[config.mk]
export PLATFORM = sky130hd
export DESIGN_NAME = csr_file_mtrap_flat
export DESIGN_NICKNAME = d
export VERILOG_FILES = /design/src/rtl/csr_file_mtrap_pkg.sv /design/src/rtl/csr_file_mtrap_if.sv /design/src/rtl/csr_file_mtrap_counter.sv /design/src/rtl/csr_file_mtrap.sv /design/src/flat_wrapper.sv
export SDC_FILE = /design/constraint.sdc
export NUM_CORES = 2
export LEC_CHECK = 0
export ABC_AREA = 1
export BUFFER_PORTS_ARGS = -buffer_cell sky130_fd_sc_hd__buf_2
export CORE_MARGIN = 1.5
export CORE_UTILIZATION = 35
export DETAILED_ROUTE_END_ITERATION = 8
export PLACE_DENSITY = 0.59
export SYNTH_ARGS = -nofsm -noshare
export SYNTH_HDL_FRONTEND = slang
export SYNTH_SLANG_ARGS = --single-unit
[constraint.sdc]
create_clock -name clk -period 7.3 [get_ports clk]
set_clock_uncertainty 0.1 [all_clocks]
set_input_delay 2.19 -clock clk [delete_from_list [all_inputs] [get_ports clk]]
set_output_delay 2.19 -clock clk [all_outputs]
set_load 0.01 [all_outputs]
[src/rtl/csr_file_mtrap_pkg.sv]
// Machine-mode CSR file shared definitions:
// CSR addresses, cause codes, mstatus bits, Zicsr funct3 encodings.
package grande_risco_csr_pkg;

  localparam logic [11:0] CSR_MSTATUS  = 12'h300;
  localparam logic [11:0] CSR_MISA     = 12'h301;
  localparam logic [11:0] CSR_MIE      = 12'h304;
  localparam logic [11:0] CSR_MTVEC    = 12'h305;
  localparam logic [11:0] CSR_MCNTINH  = 12'h320;
  localparam logic [11:0] CSR_MSCRATCH = 12'h340;
  localparam logic [11:0] CSR_MEPC     = 12'h341;
  localparam logic [11:0] CSR_MCAUSE   = 12'h342;
  localparam logic [11:0] CSR_MTVAL    = 12'h343;
  localparam logic [11:0] CSR_MIP      = 12'h344;
  localparam logic [11:0] CSR_MVENDOR  = 12'hF11;
  localparam logic [11:0] CSR_MARCHID  = 12'hF12;
  localparam logic [11:0] CSR_MIMPID   = 12'hF13;
  localparam logic [11:0] CSR_MHARTID  = 12'hF14;

  localparam logic [31:0] CAUSE_MSI = 32'h8000_0003;
  localparam logic [31:0] CAUSE_MTI = 32'h8000_0007;
  localparam logic [31:0] CAUSE_MEI = 32'h8000_000B;

  localparam int MST_MIE  = 3;
  localparam int MST_MPIE = 7;
  localparam int IRQ_MSI  = 3;
  localparam int IRQ_MTI  = 7;
  localparam int IRQ_MEI  = 11;

  localparam logic [31:0] MIE_MASK = 32'h0000_0888;

  typedef enum logic [2:0] {
    CSR_RW  = 3'b001,
    CSR_RS  = 3'b010,
    CSR_RC  = 3'b011,
    CSR_RWI = 3'b101,
    CSR_RSI = 3'b110,
    CSR_RCI = 3'b111
  } csr_op_e;

endpackage

[src/rtl/csr_file_mtrap_if.sv]
// CSR op request/response bus between the
// execute stage (master) and the CSR file (slave).
interface csr_file_mtrap_if;
  import grande_risco_csr_pkg::*;

  logic        csr_req;
  logic [2:0]  csr_func3;
  logic [4:0]  csr_src_idx;
  logic [11:0] csr_addr;
  logic [31:0] csr_wdata;
  logic [31:0] csr_rdata;
  logic        csr_done;
  logic        csr_illegal;

  modport master (
    output csr_req, csr_func3, csr_src_idx,
    output csr_addr, csr_wdata,
    input  csr_rdata, csr_done, csr_illegal
  );

  modport slave (
    input  csr_req, csr_func3, csr_src_idx,
    input  csr_addr, csr_wdata,
    output csr_rdata, csr_done, csr_illegal
  );
endinterface

[src/rtl/csr_file_mtrap_counter.sv]
// One W-bit hardware counter with independent
// 32-bit low / upper-part write ports.
module csr_counter
  import grande_risco_csr_pkg::*;
#(
  parameter int W = 64
) (
  input  logic         clk,
  input  logic         rst_n,
  input  logic         inc,
  input  logic         inhibit,
  input  logic         wr_lo,
  input  logic         wr_hi,
  input  logic [31:0]  wdata,
  output logic [W-1:0] value
);

  localparam logic [W-1:0] ONE = 1;

  logic [W-33:0] wd_hi;
  assign wd_hi = (W-32)'(wdata);

  // A write to either half replaces that half and suppresses the count.
  always_ff @(posedge clk) begin
    if (!rst_n)
      value <= '0;
    else if (wr_lo)
      value[31:0] <= wdata;
    else if (wr_hi)
      value[W-1:32] <= wd_hi;
    else if (inc && !inhibit)
      value <= value + ONE;
  end

endmodule

[src/rtl/csr_file_mtrap.sv]
// Machine-mode CSR file: Zicsr ops, trap entry/MRET,
// interrupt pending/enable and hardware counters.
module csr_file_mtrap
  import grande_risco_csr_pkg::*;
#(
  parameter int          NUM_HPM     = 4,
  parameter int          CNT_WIDTH   = 64,
  parameter logic [31:0] MISA_VALUE  = 32'h4000_1127,
  parameter bit          VECTORED_OK = 1'b1
) (
  input  logic              clk,
  input  logic              rst_n,
  csr_file_mtrap_if.slave   csr,
  input  logic              instret_inc,
  input  logic [(NUM_HPM>0 ? NUM_HPM : 1)-1:0] hpm_event,
  input  logic              trap_req,
  input  logic [31:0]       trap_cause,
  input  logic [31:0]       trap_pc,
  input  logic [31:0]       trap_val,
  input  logic              mret_req,
  output logic              redirect,
  output logic [31:0]       redirect_pc,
  input  logic              irq_ext,
  input  logic              irq_timer,
  input  logic              irq_soft,
  output logic              irq_take,
  output logic [31:0]       irq_cause
);

  localparam int NC = NUM_HPM + 2;
  localparam logic [31:0] MINH_MASK =
    32'h5 | (((32'd1 << NUM_HPM) - 32'd1) << 3);

  logic        mst_mie, mst_mpie;
  logic [31:0] mie_q, mtvec_q, mscratch_q, mepc_q;
  logic [31:0] mcause_q, mtval_q, minh_q, mip_q;
  logic [CNT_WIDTH-1:0] cnt_val [NC];
  logic [63:0] cnt_sel;
  logic [31:0] old_v, src, wv, mstatus_rd;
  logic [31:0] tvec_base, trap_tgt;
  logic [2:0]  pend;
  logic        known, wr_intent, bad_f3, illegal;
  logic        do_wr, cnt_rng, cnt_wr;
  logic [4:0]  k;
  csr_op_e     op;

  assign op = csr_op_e'(csr.csr_func3);
  assign k  = csr.csr_addr[4:0];

  assign src = csr.csr_func3[2] ? {27'b0, csr.csr_src_idx}
                                : csr.csr_wdata;
  assign wr_intent = (csr.csr_func3[1:0] == 2'b01)
                  || (csr.csr_src_idx != 5'd0);
  assign bad_f3 = (csr.csr_func3[1:0] == 2'b00);
  assign cnt_rng = (csr.csr_addr[11:8] == 4'hB
                 || csr.csr_addr[11:8] == 4'hC)
                 && csr.csr_addr[6:5] == 2'b00;

  assign mstatus_rd = {19'b0, 2'b11, 3'b0, mst_mpie,
                       3'b0, mst_mie, 3'b0};

  // Unimplemented counter slots (and time) read as zero.
  always_comb begin
    cnt_sel = '0;
    if (k == 5'd0) cnt_sel = 64'(cnt_val[0]);
    if (k == 5'd2) cnt_sel = 64'(cnt_val[1]);
    for (int i = 0; i < NUM_HPM; i++)
      if (k == 5'(i + 3)) cnt_sel = 64'(cnt_val[i+2]);
  end

  always_comb begin
    known = 1'b1;
    old_v = '0;
    case (csr.csr_addr)
      CSR_MSTATUS:  old_v = mstatus_rd;
      CSR_MISA:     old_v = MISA_VALUE;
      CSR_MIE:      old_v = mie_q;
      CSR_MTVEC:    old_v = mtvec_q;
      CSR_MCNTINH:  old_v = minh_q;
      CSR_MSCRATCH: old_v = mscratch_q;
      CSR_MEPC:     old_v = mepc_q;
      CSR_MCAUSE:   old_v = mcause_q;
      CSR_MTVAL:    old_v = mtval_q;
      CSR_MIP:      old_v = mip_q;
      CSR_MVENDOR, CSR_MARCHID,
      CSR_MIMPID, CSR_MHARTID: old_v = '0;
      default: begin
        if (cnt_rng)
          old_v = csr.csr_addr[7] ? cnt_sel[63:32]
                                  : cnt_sel[31:0];
        else
          known = 1'b0;
      end
    endcase
  end

  always_comb begin
    wv = src;
    unique case (1'b1)
      (op == CSR_RS) || (op == CSR_RSI): wv = old_v | src;
      (op == CSR_RC) || (op == CSR_RCI): wv = old_v & ~src;
      default:                           wv = src;
    endcase
  end

  assign illegal = !known || bad_f3
                || (csr.csr_addr[11:10] == 2'b11 && wr_intent);
  assign do_wr = csr.csr_req && !illegal && wr_intent
              && !trap_req && !mret_req;
  assign cnt_wr = do_wr && csr.csr_addr[11:8] == 4'hB;

  assign tvec_base = {mtvec_q[31:2], 2'b00};
  assign trap_tgt = (mtvec_q[0] && trap_cause[31])
    ? tvec_base + {25'b0, trap_cause[4:0], 2'b00}
    : tvec_base;

  assign pend = {mip_q[IRQ_MEI] & mie_q[IRQ_MEI],
                 mip_q[IRQ_MTI] & mie_q[IRQ_MTI],
                 mip_q[IRQ_MSI] & mie_q[IRQ_MSI]};
  assign irq_take = (|pend) && mst_mie;
  assign irq_cause = pend[2] ? CAUSE_MEI :
                     pend[0] ? CAUSE_MSI :
                     pend[1] ? CAUSE_MTI : 32'h0;

  always_ff @(posedge clk) begin
    if (!rst_n) begin
      mst_mie         <= 1'b0;
      mst_mpie        <= 1'b0;
      mie_q           <= '0;
      mtvec_q         <= '0;
      mscratch_q      <= '0;
      mepc_q          <= '0;
      mcause_q        <= '0;
      mtval_q         <= '0;
      minh_q          <= '0;
      mip_q           <= '0;
      csr.csr_done    <= 1'b0;
      csr.csr_rdata   <= '0;
      csr.csr_illegal <= 1'b0;
      redirect        <= 1'b0;
      redirect_pc     <= '0;
    end else begin
      mip_q <= {20'b0, irq_ext, 3'b0, irq_timer,
                3'b0, irq_soft, 3'b0};
      csr.csr_done    <= csr.csr_req;
      csr.csr_rdata   <= csr.csr_req ? old_v : '0;
      csr.csr_illegal <= csr.csr_req && illegal;
      redirect        <= trap_req || mret_req;
      redirect_pc     <= trap_req ? trap_tgt :
                         mret_req ? mepc_q : '0;
      if (trap_req) begin
        mepc_q   <= trap_pc & ~32'd1;
        mcause_q <= trap_cause;
        mtval_q  <= trap_val;
        mst_mpie <= mst_mie;
        mst_mie  <= 1'b0;
      end else if (mret_req) begin
        mst_mie  <= mst_mpie;
        mst_mpie <= 1'b1;
      end else if (do_wr) begin
        case (csr.csr_addr)
          CSR_MSTATUS: begin
            mst_mie  <= wv[MST_MIE];
            mst_mpie <= wv[MST_MPIE];
          end
          CSR_MIE:      mie_q <= wv & MIE_MASK;
          CSR_MTVEC:    mtvec_q <= {wv[31:2], 1'b0,
                                    wv[0] & VECTORED_OK};
          CSR_MCNTINH:  minh_q <= wv & MINH_MASK;
          CSR_MSCRATCH: mscratch_q <= wv;
          CSR_MEPC:     mepc_q <= wv & ~32'd1;
          CSR_MCAUSE:   mcause_q <= wv;
          CSR_MTVAL:    mtval_q <= wv;
          default: ;
        endcase
      end
    end
  end

  // Slot K is both the address offset and the mcountinhibit bit.
  for (genvar j = 0; j < NC; j++) begin : g_cnt
    localparam int K = (j == 0) ? 0 : (j == 1) ? 2 : j + 1;
    logic inc;
    if (j == 0) begin : g_cy
      assign inc = 1'b1;
    end else if (j == 1) begin : g_ir
      assign inc = instret_inc;
    end else begin : g_hpm
      assign inc = hpm_event[j-2];
    end
    csr_counter #(.W(CNT_WIDTH)) u_cnt (
      .clk     (clk),
      .rst_n   (rst_n),
      .inc     (inc),
      .inhibit (minh_q[K]),
      .wr_lo   (cnt_wr && !csr.csr_addr[7] && k == 5'(K)),
      .wr_hi   (cnt_wr && csr.csr_addr[7] && k == 5'(K)),
      .wdata   (wv),
      .value   (cnt_val[j])
    );
  end

endmodule

[src/flat_wrapper.sv]
// flat-port wrapper written by rule: the top's interface ports become plain ports
module csr_file_mtrap_flat import grande_risco_csr_pkg::*;
#(
  parameter int          NUM_HPM     = 4,
  parameter int          CNT_WIDTH   = 64,
  parameter logic [31:0] MISA_VALUE  = 32'h4000_1127,
  parameter bit          VECTORED_OK = 1'b1
)
  (clk, rst_n, instret_inc, hpm_event, trap_req, trap_cause, trap_pc, trap_val, mret_req, redirect, redirect_pc, irq_ext, irq_timer, irq_soft, irq_take, irq_cause, csr_csr_req, csr_csr_func3, csr_csr_src_idx, csr_csr_addr, csr_csr_wdata, csr_csr_rdata, csr_csr_done, csr_csr_illegal);
  csr_file_mtrap_if csr_i ();
  input  logic clk;
  input  logic rst_n;
  input  logic instret_inc;
  input  logic [(NUM_HPM>0 ? NUM_HPM : 1)-1:0] hpm_event;
  input  logic trap_req;
  input  logic [31:0] trap_cause;
  input  logic [31:0] trap_pc;
  input  logic [31:0] trap_val;
  input  logic mret_req;
  output logic redirect;
  output logic [31:0] redirect_pc;
  input  logic irq_ext;
  input  logic irq_timer;
  input  logic irq_soft;
  output logic irq_take;
  output logic [31:0] irq_cause;
  input wire logic [$bits(csr_i.csr_req)-1:0] csr_csr_req;
  input wire logic [$bits(csr_i.csr_func3)-1:0] csr_csr_func3;
  input wire logic [$bits(csr_i.csr_src_idx)-1:0] csr_csr_src_idx;
  input wire logic [$bits(csr_i.csr_addr)-1:0] csr_csr_addr;
  input wire logic [$bits(csr_i.csr_wdata)-1:0] csr_csr_wdata;
  output wire logic [$bits(csr_i.csr_rdata)-1:0] csr_csr_rdata;
  output wire logic [$bits(csr_i.csr_done)-1:0] csr_csr_done;
  output wire logic [$bits(csr_i.csr_illegal)-1:0] csr_csr_illegal;
  assign csr_i.csr_req = csr_csr_req;
  assign csr_i.csr_func3 = csr_csr_func3;
  assign csr_i.csr_src_idx = csr_csr_src_idx;
  assign csr_i.csr_addr = csr_csr_addr;
  assign csr_i.csr_wdata = csr_csr_wdata;
  assign csr_csr_rdata = csr_i.csr_rdata;
  assign csr_csr_done = csr_i.csr_done;
  assign csr_csr_illegal = csr_i.csr_illegal;
  csr_file_mtrap #(.NUM_HPM(NUM_HPM), .CNT_WIDTH(CNT_WIDTH), .MISA_VALUE(MISA_VALUE), .VECTORED_OK(VECTORED_OK)) u_core (.clk(clk), .rst_n(rst_n), .csr(csr_i), .instret_inc(instret_inc), .hpm_event(hpm_event), .trap_req(trap_req), .trap_cause(trap_cause), .trap_pc(trap_pc), .trap_val(trap_val), .mret_req(mret_req), .redirect(redirect), .redirect_pc(redirect_pc), .irq_ext(irq_ext), .irq_timer(irq_timer), .irq_soft(irq_soft), .irq_take(irq_take), .irq_cause(irq_cause));
endmodule
==> results.ini <==
[setup_path]
endpoint_kind=flip-flop
slowest_stage=o21ai_0
cp_num_buf_inv=3
worstPathRequired_ps=7750
slowest_delay_ps=1080
worst-path-max-fanout=9
cp-start-kind=input pin
criticalPathCategory=input pin to flip-flop
critical_path_arrival_ps=6500
cp_top_family=compound AO/OA/AOI/OAI gates
crit_chain=buf_2 > nor2_4 > inv_1 > nor2_1 > nand2_2 > o21ai_0 > nand4_1 > nand3_1 > nand2_1 > a21oi_4 > buf_4 > o21ai_0 > nand2_1 > a21oi_1

[job]
drv_cap=0

[grt]
grt_pass1_wl_um=361000
track_usage=0.383
grt_pass1_vias=49100
antenna_found_initial=21
grt_max_degree=109
grt_overflow=0

[power_and_ir_drop]
p_per_area_mw_per_mm2=185
power.leakage_nw=20.3
ir_drop_uv=152

[sta]
max_freq_mhz=165
min_period_over_period=0.829
rsz0062_at_grt=no
min_period_ps=6050
maxSlewViolCount=0
hold_ws_ps=369
finalSetupViolCount=0
hold_viol_final=0
fin_setup_tns_ps=0
tightest_slew_ps=1310
slew-limit-headroom=0.117

[clocking]
cts_resized=0
clk_latency_ps=710
cts_tree=yes
cts-buffers-inserted=83
clockRootBuffer=clkbuf_16
cts.sinks=622
path_clk_slew_ps=60
clockBufferDepth=3
cts_setup_buffers=0
postCtsHoldBufs=0
htreeDepth=3

[final_layout]
syn_to_final_growth_pct=13.1
design_area_mm2=0.0508
layout.nets=7905
mostFrequentLayoutCells=2,250 x nand2_1, 922 x nor2_1, 741 x inv_1
multi_input_area_mm2=0.0279
fill_cells=14100
layout.cells.most_common=nand2_1
seq_area_mm2=0.0125
drive_above_1_share=0.0826

[hold_path]
worstHoldPathType=flip-flop to flip-flop

[logic_synthesis]
async_flop_share=0
synthFlopType=dfxtp_1
synth_area_leader_cell=dfxtp_1
syn_area_per_cell_um2=5.84
yosys_warnings=0
ys_top_cells_by_area=dfxtp_1 28%, nand2_1 19%, nor2_1 7.8%, a21oi_1 6.7%, inv_1 6.2%
synth_cell_types=49
synth_top_area_frac=0.277
netlist_area_mm2=0.0449
synth-edff-count=0
ys_seq_area_frac=0.277
synth_seq_cells=622
syn_inst=7688

[place]
globalplace.congestion=1.11
placed_cell_area_mm2=0.0477
io_buffers=231
hpwlAfterDp_um=195000

[drt]
drtAntennaViolNets=0
drtIter0Drc=8570
wl_um=260000
routedWlPerCell_um=27.4
drc=0
first_pass_iters=9
vias=55200
routed_via_density=5.82

[die]
row_count=131
die-height_um=361
num_io_pins=261
fp.dieW_um=361
dieArea_mm2=0.131
core_mm2=0.128
start_util=0.352

[run_status]
run_status=finished, final reports clean

stage by stage:
| step | setup WS, ps | std cells | utilization | power [mW] |
|---|---|---|---|---|
| 4_1_cts | 1630 | 9460 | 0.398 | 9.34 |
| 6_report | 1250 | 9483 | 0.399 | 9.39 |
| 2_1_floorplan | 2620 | 7715 | - | 4.20 |
| 5_1_grt | 1320 | 9463 | 0.398 | 9.57 |
| 3_5_place_dp | 902 | 9309 | 0.374 | 4.73 |
| 3_3_place_gp | 890 | 9309 | 0.374 | 4.72 |
worst reg2reg max path: stages (launching register included):
cell and delay (ps):
dfxtp_1 550, ha_1 250, inv_1 80, nor3_1 670, inv_1 190, nor2_1 320, inv_1 160, nor3_1 750
nand3_1 260, xor2_1 200, inv_1 50, nand2_1 40, nand4_1 110, a21oi_1 70
final cells by class:
cell class	count	share of cell area
diodes	23	0.00113
clock buffers	112	0.0482
clock inverters	39	0.0113
inverters	777	0.0576
multi-input cells	5873	0.549
flip-flops and latches	622	0.245
well taps	1662	0.0409
repair buffers	375	0.0467
logic make-up (layout without fill, tap and decap cells):
family	count (synthesis)	in the layout	synth area share
other	1	51	0.0000835
XOR/XNOR	302	302	0.0589
AO/OA/AOI/OAI	1192	1192	0.137
buffers and inverters	1220	1303	0.111
adder cells (fa/ha/maj)	12	12	0.00351
flip-flops	622	622	0.277
AND/OR/NAND/NOR	4338	4338	0.412
multiplexers	1	1	0.000223
path summary, 6_finish.rpt:
| kind | from | to | slack (ps) | depth (start not counted) |
|---|---|---|---|---|
| worst max-delay path | csr_csr_addr[3] | u_core.g_cnt[2].u_cnt.value[16] | 1250 | 14 |
| worst min-delay path | u_core.g_cnt[2].u_cnt.value[59] | u_core.g_cnt[2].u_cnt.value[59] | 370 | 2 |
| worst max register to register | u_core.g_cnt[3].u_cnt.value[0] | u_core.g_cnt[3].u_cnt.value[48] | 3350 | 13 |
| worst min register to register | u_core.g_cnt[2].u_cnt.value[59] | u_core.g_cnt[2].u_cnt.value[59] | 370 | 2 |
sequential cells by signal (all words and copies together), names as in the netlist:
register                  count
u_core.mst_mie                1
u_core.redirect_pc           31
u_core.mst_mpie               1
u_core.mtvec_q               31
u_core.minh_q                 6
u_core.mcause_q              32
u_core.mip_q                  3
u_core.g_cnt.u_cnt.value    384
u_core.mtval_q               32
u_core.mscratch_q            32
u_core.mie_q                  3
u_core.mepc_q                31
u_core.csr.csr_illegal        1
u_core.redirect               1
u_core.csr.csr_rdata         32
u_core.csr.csr_done           1
synth_stat cells (all sizes together), types with 6 or more instances:
cell type and n:
ha 11, nor3 210, nand3 446, nand4 375, nor3b 9, inv 771
clkinv 6, o211ai 36, a22o 7, xnor2 33, nand2 2270, clkbuf 236
nor2 944, buf 207, a21oi 603, dfxtp 622, or2 8, nor4 69
xor2 269, o21ai 522
power breakdown:
group | switching (mW) | leakage [nW] | internal, mW
sequential | 0.142 | 5.07 | 3.50
clock | 1.83 | 1.50 | 2.84
combinational | 0.823 | 13.7 | 0.259
total | 2.79 | 20.3 | 6.60
layer usage:
| metal | GRT usage | part of all wire | vias to the layer above |
|---|---|---|---|
| li1 | - | - | 25100 |
| met1 | 0.507 | 0.41 | 25900 |
| met2 | 0.537 | 0.40 | 3483 |
| met3 | 0.111 | 0.12 | 749 |
| met4 | 0.250 | 0.076 | 16 |
| met5 | 0 | 0.00045 | - |
(Power assumes the default switching activity.)
